## src/rtl/divider_fsm.sv

```systemverilog
// Unsigned restoring divider, one quotient bit per cycle, IDLE/EXEC/DONE start/clear protocol.
// Latency 34 edges from start to op_done; dropping op_start in EXEC stalls it, op_clear aborts.
module divider_fsm #(
    parameter int WIDTH = 32,
    parameter int CNT_W = 6
) (
    input  logic             clk,
    input  logic             reset_n,
    input  logic             op_start,
    input  logic             op_clear,
    input  logic [WIDTH-1:0] dividend,
    input  logic [WIDTH-1:0] divisor,
    output logic [WIDTH-1:0] quotient,
    output logic [WIDTH-1:0] remainder,
    output logic             op_done,
    output logic             div_zero
);

    typedef enum logic [1:0] {
        S_IDLE = 2'b00,
        S_EXEC = 2'b01,
        S_DONE = 2'b10
    } state_t;

    localparam logic [CNT_W-1:0] CNT_LAST = CNT_W'(WIDTH);

    state_t             state_q, state_d;
    logic [CNT_W-1:0]   cnt_q, cnt_d;
    logic [WIDTH-1:0]   quo_q, quo_d;
    logic [WIDTH-1:0]   rem_q, rem_d;
    logic [WIDTH-1:0]   dvs_q, dvs_d;
    logic [WIDTH-1:0]   quotient_q, quotient_d;
    logic [WIDTH-1:0]   remainder_q, remainder_d;

    logic [WIDTH-1:0]   rem_sh;
    logic [WIDTH-1:0]   quo_sh;
    logic [WIDTH:0]     trial;

    // The partial remainder stays below 2^(WIDTH-1) before every shift, so no bit is lost here.
    assign rem_sh = {rem_q[WIDTH-2:0], quo_q[WIDTH-1]};
    assign quo_sh = {quo_q[WIDTH-2:0], 1'b0};
    assign trial  = {1'b0, rem_sh} - {1'b0, dvs_q};

    always_ff @(posedge clk) begin
        if (!reset_n || op_clear) begin
            state_q     <= S_IDLE;
            cnt_q       <= '0;
            quo_q       <= '0;
            rem_q       <= '0;
            dvs_q       <= '0;
            quotient_q  <= '0;
            remainder_q <= '0;
        end else begin
            state_q     <= state_d;
            cnt_q       <= cnt_d;
            quo_q       <= quo_d;
            rem_q       <= rem_d;
            dvs_q       <= dvs_d;
            quotient_q  <= quotient_d;
            remainder_q <= remainder_d;
        end
    end

    always_comb begin
        state_d     = state_q;
        cnt_d       = cnt_q;
        quo_d       = quo_q;
        rem_d       = rem_q;
        dvs_d       = dvs_q;
        quotient_d  = quotient_q;
        remainder_d = remainder_q;

        case (state_q)
            S_IDLE: begin
                if (op_start) begin
                    state_d = S_EXEC;
                    dvs_d   = divisor;
                    quo_d   = dividend;
                    rem_d   = '0;
                    cnt_d   = '0;
                end
            end
            S_EXEC: begin
                if (op_start) begin
                    if (cnt_q < CNT_LAST) begin
                        if (!trial[WIDTH]) begin
                            rem_d = trial[WIDTH-1:0];
                            quo_d = quo_sh | WIDTH'(1);
                        end else begin
                            rem_d = rem_sh;
                            quo_d = quo_sh;
                        end
                        cnt_d = cnt_q + CNT_W'(1);
                    end else begin
                        state_d     = S_DONE;
                        quotient_d  = quo_q;
                        remainder_d = rem_q;
                    end
                end
            end
            S_DONE: begin
                if (!op_start) begin
                    state_d = S_IDLE;
                end
            end
            default: begin
                state_d = S_IDLE;
            end
        endcase
    end

    assign quotient  = quotient_q;
    assign remainder = remainder_q;
    assign op_done   = (state_q == S_DONE);
    assign div_zero  = (state_q == S_DONE) && (dvs_q == '0);

endmodule

```

## config.mk

```make
export PLATFORM = sky130hd
export DESIGN_NAME = divider_fsm
export DESIGN_NICKNAME = d
export VERILOG_FILES = /design/src/rtl/divider_fsm.sv
export SDC_FILE = /design/constraint.sdc
export NUM_CORES = 1
export LEC_CHECK = 0
export CORE_MARGIN = 3
export CORE_UTILIZATION = 32
export DETAILED_ROUTE_END_ITERATION = 7
export RECOVER_POWER = 25
export SYNTH_ARGS = -nofsm -noshare
export SYNTH_HDL_FRONTEND = slang
export SYNTH_SLANG_ARGS = --single-unit
```

## constraint.sdc

```tcl
create_clock -name clk -period 9.3 [get_ports clk]
set_clock_uncertainty 0.15 [all_clocks]
set_input_delay 1.86 -clock clk [delete_from_list [all_inputs] [get_ports clk]]
set_output_delay 1.86 -clock clk [all_outputs]
set_load 0.01 [all_outputs]
```

==> results of run 1 <==
worst max-delay path by stage:
stage,endpoint,slack [ns]
floorplan,quo_q[10],6.03
global placement,cnt_q[5],4.84
detailed placement,cnt_q[5],4.80
CTS,div_zero,4.77
global route,remainder[10],4.43
finish,quo_q[26],4.73
synth_stat cells (3+ instances only):
| master | n | area (µm²) |
|---|---|---|
| nand2_1 | 310 | 1164 |
| dfxtp_1 | 168 | 3363 |
| a21oi_1 | 135 | 675.7 |
| nor2_1 | 60 | 225.2 |
| clkbuf_1 | 56 | 210.2 |
| inv_1 | 39 | 146.4 |
| a311oi_1 | 33 | 289.0 |
| ha_1 | 33 | 412.9 |
| o21ai_0 | 29 | 145.1 |
| mux2i_1 | 25 | 250.2 |
| o21ai_1 | 19 | 95.09 |
| xor2_1 | 17 | 148.9 |
| nor3_1 | 13 | 65.06 |
| xnor2_1 | 12 | 105.1 |
| nand3_1 | 9 | 45.04 |
| nor2b_1 | 9 | 56.30 |
| a21o_1 | 8 | 60.06 |
| nand2b_1 | 8 | 50.05 |
| nor4_1 | 8 | 50.05 |
| a32oi_1 | 7 | 61.31 |
| a31oi_1 | 6 | 37.54 |
| nand4_1 | 6 | 37.54 |
| o21a_1 | 6 | 45.04 |
| buf_1 | 5 | 18.77 |
| a21boi_0 | 4 | 30.03 |
| and3_1 | 4 | 25.02 |
| o31ai_1 | 4 | 30.03 |
| or3_1 | 4 | 25.02 |
| and2_1 | 3 | 18.77 |
| o211ai_1 | 3 | 22.52 |
| o21bai_1 | 3 | 22.52 |
| o311ai_0 | 3 | 26.28 |
layer usage:
layer	GRT usage, %	share of wire [%]	up-vias
met2	25.75	46	173
met3	4.509	5.6	27
met4	5.229	1.9	2
li1	-	-	3931
met1	21.35	46	3560
met5	0	0.039	-
report_power, final:
group / switching (mW) / internal, mW
Clock: 0.362 / 0.368
Combinational: 0.122 / 0.0974
Sequential: 0.00985 / 0.730
Total: 0.493 / 1.20
tightest hold or removal path, cell delays in order (launching register included):
cell	delay (ns)
dfxtp_1	0.31
nand2_1	0.05
a21oi_1	0.05
per-stage QoR:
stage / instances / instance area [µm²] / setup slack (ns) / utilization, % / total power [mW]
after floorplan: 1084 / 8314 / 6.035 / - / 0.9135
after global placement: 1491 / 9873 / 4.844 / 38.98 / 0.9757
after detailed placement: 1491 / 9873 / 4.798 / 38.98 / 0.9765
after CTS: 1523 / 10490 / 4.769 / 41.41 / 1.705
after global routing: 1524 / 10480 / 4.428 / 41.39 / 1.760
final: 1524 / 10480 / 4.733 / 41.39 / 1.689
sequential cells by signal, indices dropped and copies added, names as in the netlist:
signal	count
dvs_q	32
quo_q	32
quotient	32
rem_q	32
remainder	32
cnt_q	6
state_q	2
area by class of cell:
cell class                      instances  area (µm²)  share of cell area, %
Sequential cell                       168        3363                  32.08
Antenna cell                            1       2.502                0.02387
Tap cell                              330       412.9                  3.938
Inverter                               39       146.4                  1.396
Clock inverter                         15       190.2                  1.814
Timing Repair Buffer                  143        1406                  13.41
Multi-Input combinational cell        811        4537                  43.27
Clock buffer                           17       425.4                  4.058
logic make-up (layout without fill, tap and decap cells):
logic type                 Yosys count  count (layout)  share of synthesized area (%)
AOI/OAI and AO/OA                  282             282                          21.16
xor gates and xnor gates            29              29                          3.055
adders and majority gates           34              34                          5.207
buffers and inverters              105             214                          5.282
DFF                                168             168                          40.45
muxes                               26              26                          3.145
other                                0               1                              0
and+or+nand+nor                    440             440                          21.70
==> flow_metrics.env, run 1 <==
export IMPL_dp_hpwl_um=16520
export IMPL_cts_inserted_buffers=17
export IMPL_routed_via_density=5.048
export IMPL_antenna_found_initial=2
export IMPL_post_cts_buffers=0
export IMPL_drt_initial_drc_count=466
export IMPL_r2r_end="rem_q[2]"
export IMPL_die_y_um=167.2
export IMPL_ys_types=58
export IMPL_grt_use_total_pct=16.18
export IMPL_critPathLaunch="op_clear"
export IMPL_wl_per_cell_um=15.02
export IMPL_boundaryPins=134
export IMPL_hold_ws_ns=0.3012
export IMPL_fmax_mhz=219.0
export IMPL_start_kind="input port"
export IMPL_place_gp_congestion=0.8502
export IMPL_clock_sinks=168
export IMPL_yosys_warnings=0
export IMPL_root_buffer="clkbuf_16"
export IMPL_cts_tree="done"
export IMPL_worst_path_buf_inv=2
export IMPL_final_cell_mix="nand2_1, dfxtp_1, a21oi_1, clkdlybuf4s50_1, nor2_1"
export IMPL_worstSetupPathDepth=4
export IMPL_outcome="finished, violations left"
export IMPL_min_period_ns=4.567
export IMPL_chipWidth_um=167.2
export IMPL_syn_area_per_cell_um2=7.670
export IMPL_rrSetupSlack_ns=5.42
export IMPL_start_util_pct=32.83
export IMPL_clockBufferDepth=2
export IMPL_crit_type="in2reg"
export IMPL_drv_cap=1
export IMPL_worstMarginPinSlew_ns=1.573
export IMPL_ant_nets=0
export IMPL_grt_overflow=0
export IMPL_fillers=2573
export IMPL_power_density_nw_per_um2=161.1
export IMPL_slowest_delay_ns=1.17
export IMPL_drc_errors=0
export IMPL_ir_drop_uv=116.9
export IMPL_synthesis_area_um2=8314
export IMPL_final_nets=1282
export IMPL_dr_total_vias=7693
export IMPL_synth_seq_cells=168
export IMPL_cts_hold_buffers=0
export IMPL_htreeDepth=4
export IMPL_drive_above_1_share_pct=4.862
export IMPL_hp_start="remainder[12]"
export IMPL_fin_setup_tns_ns=0
export IMPL_num_rows=58
export IMPL_synth_edff_count=0
export IMPL_max_slew_margin_pct=-4.838
export IMPL_setup_violations=0
export IMPL_yosysSeqAreaShare_pct=40.45
export IMPL_dr_pass1_iters=6
export IMPL_slowest_stage="nand2b_1"
export IMPL_hold_depth=2
export IMPL_r2r_worst_path_cells=11
export IMPL_slew_violations=41
export IMPL_endpoint_kind="flip-flop"
export IMPL_period_share_pct=49.10
export IMPL_hold_path_end="remainder[12]"
export IMPL_synth_ff_type="dfxtp_1"
export IMPL_cp_max_fo=97
export IMPL_cts_resized=0
export IMPL_synthCells=1084
export IMPL_clock_latency_ns=0.45
export IMPL_grt_max_degree=98
export IMPL_areaGrowthSynthToFinish_pct=26.09
export IMPL_core_area_um2=25330
export IMPL_r2r_start="dvs_q[9]"
export IMPL_critPathArrivalTime_ns=4.70
export IMPL_finalWirelength_um=22890
export IMPL_final_common_cell="nand2_1"
export IMPL_clkTransAtPathRegs_ns=0.08
export IMPL_dieArea_um2=27950
export IMPL_synthArstFlopShare_pct=0
export IMPL_syn_nets=1186
export IMPL_grt_first_pass_wirelength_um=37190
export IMPL_violations="max-capacitance violations, max-slew violations"
export IMPL_portBuffers=133
export IMPL_report_final_hold_viol_count=0
export IMPL_rsz0062_at_grt="false"
export IMPL_path_cells="dlygate4sd3_1, nand2b_1, buf_4, a311oi_1"
export IMPL_power_leakage_nw=3.958
export IMPL_grt_pass1_vias=7160
export IMPL_cp_top_family="buffers and inverters"
export IMPL_required_ns=9.43
export IMPL_min_path_type="reg2reg"
(Power assumes the default switching activity.)
==> run 2, diff against run 1 <==
==> constraint.sdc (replaced) <==
create_clock -name clk -period 3.81 [get_ports clk]
set_clock_uncertainty 0.15 [all_clocks]
set_input_delay 0.762 -clock clk [delete_from_list [all_inputs] [get_ports clk]]
set_output_delay 0.762 -clock clk [all_outputs]
set_load 0.01 [all_outputs]
==> flow_metrics.env, run 2 (synthesis results as in run 1) <==
export IMPL_outcome="finished, violations left"
export IMPL_violations="max-capacitance violations, max-slew violations"
export IMPL_ir_drop_uv=241.6
export IMPL_num_rows=58
export IMPL_power_density_nw_per_um2=392.0
export IMPL_required_ns=2.90
export IMPL_cp_top_family="simple AND/OR/NAND/NOR gates"
export IMPL_areaGrowthSynthToFinish_pct=27.09
export IMPL_grt_pass1_vias=7599
export IMPL_sequentialPowerShare_pct=43.6
export IMPL_boundaryPins=134
export IMPL_antenna_found_initial=3
export IMPL_slowest_delay_ns=0.63
export IMPL_place_gp_congestion=0.8752
export IMPL_hold_path_end="remainder[14]"
export IMPL_dr_total_vias=7747
export IMPL_drc_errors=0
export IMPL_wl_per_cell_um=15.40
export IMPL_slowest_stage="nor4_1"
export IMPL_final_nets=1289
export IMPL_drive_above_1_share_pct=5.333
export IMPL_slew_violations=35
export IMPL_r2r_worst_path_cells=11
export IMPL_ant_nets=0
export IMPL_rrSetupSlack_ns=0.57
export IMPL_max_slew_margin_pct=-6.302
export IMPL_routed_via_density=5.060
export IMPL_utilization_pct=41.72
export IMPL_grt_first_pass_wirelength_um=39200
export IMPL_r2r_end="rem_q[12]"
export IMPL_critPathArrivalTime_ns=2.42
export IMPL_period_share_pct=87.55
export IMPL_finalWirelength_um=23570
export IMPL_grt_max_degree=57
export IMPL_report_final_hold_viol_count=0
export IMPL_final_cell_mix="nand2_1, dfxtp_1, a21oi_1, clkdlybuf4s50_1, nor2_1"
export IMPL_dp_cells=1498
export IMPL_worstMarginPinSlew_ns=1.595
export IMPL_drt_initial_drc_count=503
export IMPL_start_util_pct=32.83
export IMPL_clockBufferDepth=2
export IMPL_cts_hold_buffers=0
export IMPL_cts_inserted_buffers=17
export IMPL_r2r_start="dvs_q[8]"
export IMPL_p_total_mw=4.142
export IMPL_power_leakage_nw=3.979
export IMPL_cp_max_fo=3
export IMPL_chipWidth_um=167.2
export IMPL_final_cell_area_um2=10570
export IMPL_clkTransAtPathRegs_ns=0.08
export IMPL_comb_power_share_pct=13.4
export IMPL_root_buffer="clkbuf_16"
export IMPL_fmax_mhz=299.8
export IMPL_hp_start="remainder[14]"
export IMPL_fin_setup_tns_ns=0
export IMPL_clock_latency_ns=0.44
export IMPL_critPathLaunch="dvs_q[25]"
export IMPL_dr_pass1_iters=5
export IMPL_portBuffers=133
export IMPL_switching_share_pct=29.28
export IMPL_htreeDepth=4
export IMPL_endpoint_kind="output port"
export IMPL_path_cells="nor4_1, nand3_1, nor3_1, clkdlybuf4s50_1"
export IMPL_final_common_cell="nand2_1"
export IMPL_drv_cap=1
export IMPL_min_period_ns=3.336
export IMPL_clock_sinks=168
export IMPL_start_kind="flip-flop"
export IMPL_cts_tree="done"
export IMPL_p_sw_mw=1.213
export IMPL_crit_type="reg2out"
export IMPL_clock_power_share_pct=43.0
export IMPL_min_path_type="reg2reg"
export IMPL_dpl_cell_area_um2=9951
export IMPL_post_cts_buffers=0
export IMPL_fin_cells=1531
export IMPL_die_y_um=167.2
export IMPL_dieArea_um2=27950
export IMPL_cts_resized=0
export IMPL_worst_path_buf_inv=1
export IMPL_dp_hpwl_um=16800
export IMPL_grt_overflow=0
export IMPL_hold_depth=2
export IMPL_core_area_um2=25330
export IMPL_grt_use_total_pct=16.82
export IMPL_setup_violations=0
export IMPL_rsz0062_at_grt="false"
export IMPL_p_int_mw=2.929
==> run 2: changes by cell type in the layout (fill, tap and decap cells not counted), moves of 2 or more <==
cell             change
buf_12               +2
buf_4                +2
clkbuf_2             +2
clkdlybuf4s50_1      +7
clkinv_8             +3
dlygate4sd3_1        -7
inv_12               -2
==> run 2: power groups by stage <==
stage	Sequential [mW]	Combinational, mW	Clock, mW
after floorplan	1.84	0.391	0
after global placement	1.85	0.551	0
after detailed placement	1.85	0.552	0
after CTS	1.81	0.556	1.83
after global routing	1.81	0.615	1.90
final	1.81	0.554	1.78
==> run 2: how the worst max path moves through the flow <==
stage / end / slack (ns) / depth (start not counted)
finish: div_zero / 0.47 / 4
global route: quotient[10] / 0.15 / 6
detailed placement: rem_q[13] / 0.61 / 11
floorplan: rem_q[11] / 0.85 / 13
CTS: div_zero / 0.43 / 4
global placement: rem_q[3] / 0.71 / 11
==> run 2: worst register-to-register path, cell delays in order (launching register included) <==
cell and delay, ns:
dfxtp_1 0.36, inv_1 0.06, ha_1 0.42, nand2_2 0.10
or3_1 0.39, a211o_1 0.32, o21a_4 0.22, a211oi_4 0.33
or3_1 0.20, buf_12 0.23, mux2i_1 0.26, o21ai_1 0.08
==> run 2: through the flow <==
| stage | setup WS (ns) | hold WS, ns |
|---|---|---|
| 5_1_grt | 0.1527 | 0.3209 |
| 3_3_place_gp | 0.7149 | 0.2923 |
| 6_report | 0.4744 | 0.3010 |
| 4_1_cts | 0.4262 | 0.3070 |
| 2_1_floorplan | 0.8466 | 0.2815 |
| 3_5_place_dp | 0.6060 | 0.2966 |
==> run 2: cell type report <==
class,instances,area [µm²]
diodes,1,2.502
clock buffers,17,425.4
clock inverters,15,198.9
fillers,2610,14760
inverters,39,146.4
multi-input cells,811,4542
flip-flops and latches,168,3363
well taps,330,412.9
repair buffers,150,1475
==> run 2: per-layer routing <==
layer	GRT usage [%]	share of wire [%]
met1	22.22	47
met2	27.52	46
met5	0	0.068
met3	3.588	4.6
met4	5.514	1.6
==> run 3, diff against run 2 <==
--- a/config.mk
+++ b/config.mk
@@ -8,6 +8,7 @@
 export CORE_MARGIN = 3
 export CORE_UTILIZATION = 32
 export DETAILED_ROUTE_END_ITERATION = 7
+export GPL_ROUTABILITY_DRIVEN = 0
 export RECOVER_POWER = 25
 export SYNTH_ARGS = -nofsm -noshare
 export SYNTH_HDL_FRONTEND = slang
==> constraint.sdc (replaced) <==
create_clock -name clk -period 4.3 [get_ports clk]
set_clock_uncertainty 0.15 [all_clocks]
set_input_delay 0.86 -clock clk [delete_from_list [all_inputs] [get_ports clk]]
set_output_delay 0.86 -clock clk [all_outputs]
set_load 0.01 [all_outputs]
==> flow_metrics.env, run 3 (synthesis results as in run 1) <==
export IMPL_r2r_end="rem_q[12]"
export IMPL_rrSetupSlack_ns=0.83
export IMPL_routed_via_density=5.057
export IMPL_min_period_ns=3.553
export IMPL_chipWidth_um=167.2
export IMPL_worst_path_buf_inv=2
export IMPL_hold_depth=2
export IMPL_cts_resized=0
export IMPL_areaGrowthSynthToFinish_pct=26.55
export IMPL_critPathArrivalTime_ns=3.62
export IMPL_die_y_um=167.2
export IMPL_grt_max_degree=53
export IMPL_r2r_start="quo_q[31]"
export IMPL_fillers=2581
export IMPL_cp_max_fo=51
export IMPL_core_area_um2=25330
export IMPL_period_share_pct=82.62
export IMPL_fmax_mhz=281.5
export IMPL_drive_above_1_share_pct=5.246
export IMPL_hold_ws_ns=0.3037
export IMPL_start_util_pct=32.83
export IMPL_clock_latency_ns=0.44
export IMPL_clockBufferDepth=2
export IMPL_ant_nets=0
export IMPL_endpoint_kind="flip-flop"
export IMPL_drc_errors=0
export IMPL_cts_tree="done"
export IMPL_hold_path_end="remainder[28]"
export IMPL_grt_use_total_pct=16.74
export IMPL_dp_hpwl_um=16870
export IMPL_finalWirelength_um=23610
export IMPL_fin_cells=1532
export IMPL_place_ws_ns=0.9169
export IMPL_violations="max-capacitance violations, max-slew violations"
export IMPL_grt_pass1_vias=7668
export IMPL_slowest_stage="clkbuf_1"
export IMPL_min_path_type="reg2reg"
export IMPL_drv_cap=2
export IMPL_grt_overflow=0
export IMPL_start_kind="input port"
export IMPL_worstMarginPinSlew_ns=2.218
export IMPL_dr_pass1_iters=5
export IMPL_root_buffer="clkbuf_16"
export IMPL_num_rows=58
export IMPL_grt_first_pass_wirelength_um=38870
export IMPL_report_final_hold_viol_count=0
export IMPL_dp_cells=1499
export IMPL_final_cell_area_um2=10520
export IMPL_final_common_cell="nand2_1"
export IMPL_dr_total_vias=7747
export IMPL_cts_inserted_buffers=17
export IMPL_wl_per_cell_um=15.41
export IMPL_post_cts_buffers=0
export IMPL_hp_start="remainder[28]"
export IMPL_slew_violations=85
export IMPL_rsz0062_at_grt="false"
export IMPL_slowest_delay_ns=1.63
export IMPL_outcome="finished, violations left"
export IMPL_dpl_cell_area_um2=9933
export IMPL_power_leakage_nw=3.824
export IMPL_portBuffers=133
export IMPL_path_cells="dlygate4sd3_1, nand2b_4, clkbuf_1, nor3_1"
export IMPL_power_density_nw_per_um2=346.9
export IMPL_cts_hold_buffers=0
export IMPL_dieArea_um2=27950
export IMPL_r2r_worst_path_cells=12
export IMPL_clkTransAtPathRegs_ns=0.07
export IMPL_final_cell_mix="nand2_1, dfxtp_1, a21oi_1, clkdlybuf4s50_1, nor2_1"
export IMPL_clock_sinks=168
export IMPL_final_nets=1290
export IMPL_drt_initial_drc_count=476
export IMPL_required_ns=4.37
export IMPL_fin_setup_tns_ns=0
export IMPL_cp_top_family="buffers and inverters"
export IMPL_ir_drop_uv=200.8
export IMPL_max_slew_margin_pct=-47.86
export IMPL_fin_ws_ns=0.7474
export IMPL_antenna_found_initial=1
export IMPL_htreeDepth=4
export IMPL_boundaryPins=134
export IMPL_setup_violations=0
export IMPL_crit_type="in2reg"
run 3: changes by cell type in the layout (fill, tap and decap cells not counted):
cell and delta:
buf_12 -2, buf_4 +3, clkbuf_1 +2, clkbuf_2 -2
clkdlybuf4s50_1 +40, clkinv_4 -1, clkinv_8 -4, dlygate4sd3_1 -40
inv_6 +3, inv_8 +2
run 3: metrics by stage:
| step | util [%] | power [mW] |
|---|---|---|
| after floorplan | - | 1.976 |
| after global placement | 39.22 | 2.120 |
| after detailed placement | 39.22 | 2.122 |
| after CTS | 41.59 | 3.684 |
| after global routing | 41.54 | 3.791 |
| final | 41.54 | 3.650 |
run 3: routing by layer:
layer	routed length (µm)	vias up	GRT usage, %
li1	-	3943	-
met1	10910	3584	21.44
met2	10940	184	28.19
met3	1286	36	3.895
met4	475	0	5.087
met5	0	-	0
run 3: area by class of cell:
cell class	count	area [µm²]	area share (%)
antenna	1	2.502	0.02378
clock buffer	17	425.4	4.043
clock inverter	15	173.9	1.653
inverter	39	146.4	1.391
multi-input combinational	811	4542	43.17
sequential	168	3363	31.97
tap	330	412.9	3.924
timing repair buffer	151	1455	13.83
run 3: worst max path at each step:
stage | start | end | depth (start not counted)
floorplan | dvs_q[8] | rem_q[11] | 13
global placement | dvs_q[8] | rem_q[3] | 11
detailed placement | dvs_q[8] | rem_q[3] | 11
CTS | dvs_q[25] | div_zero | 4
global route | op_clear | cnt_q[5] | 4
finish | op_clear | cnt_q[3] | 4
run 3: where the power goes:
group	internal [mW]	leakage, nW	switching, mW
clock network	0.790	0.294	0.771
logic	0.217	2.17	0.272
registers	1.58	1.36	0.0216
run 3: worst register-to-register path, delay by kind of cell, from the launching register on:
family / cells / cell delay (ns)
simple gates: 2 / 0.35
mux: 1 / 0.31
fa+ha+maj: 2 / 0.62
compound gates: 5 / 1.06
buf+inv: 2 / 0.50
flops: 1 / 0.35
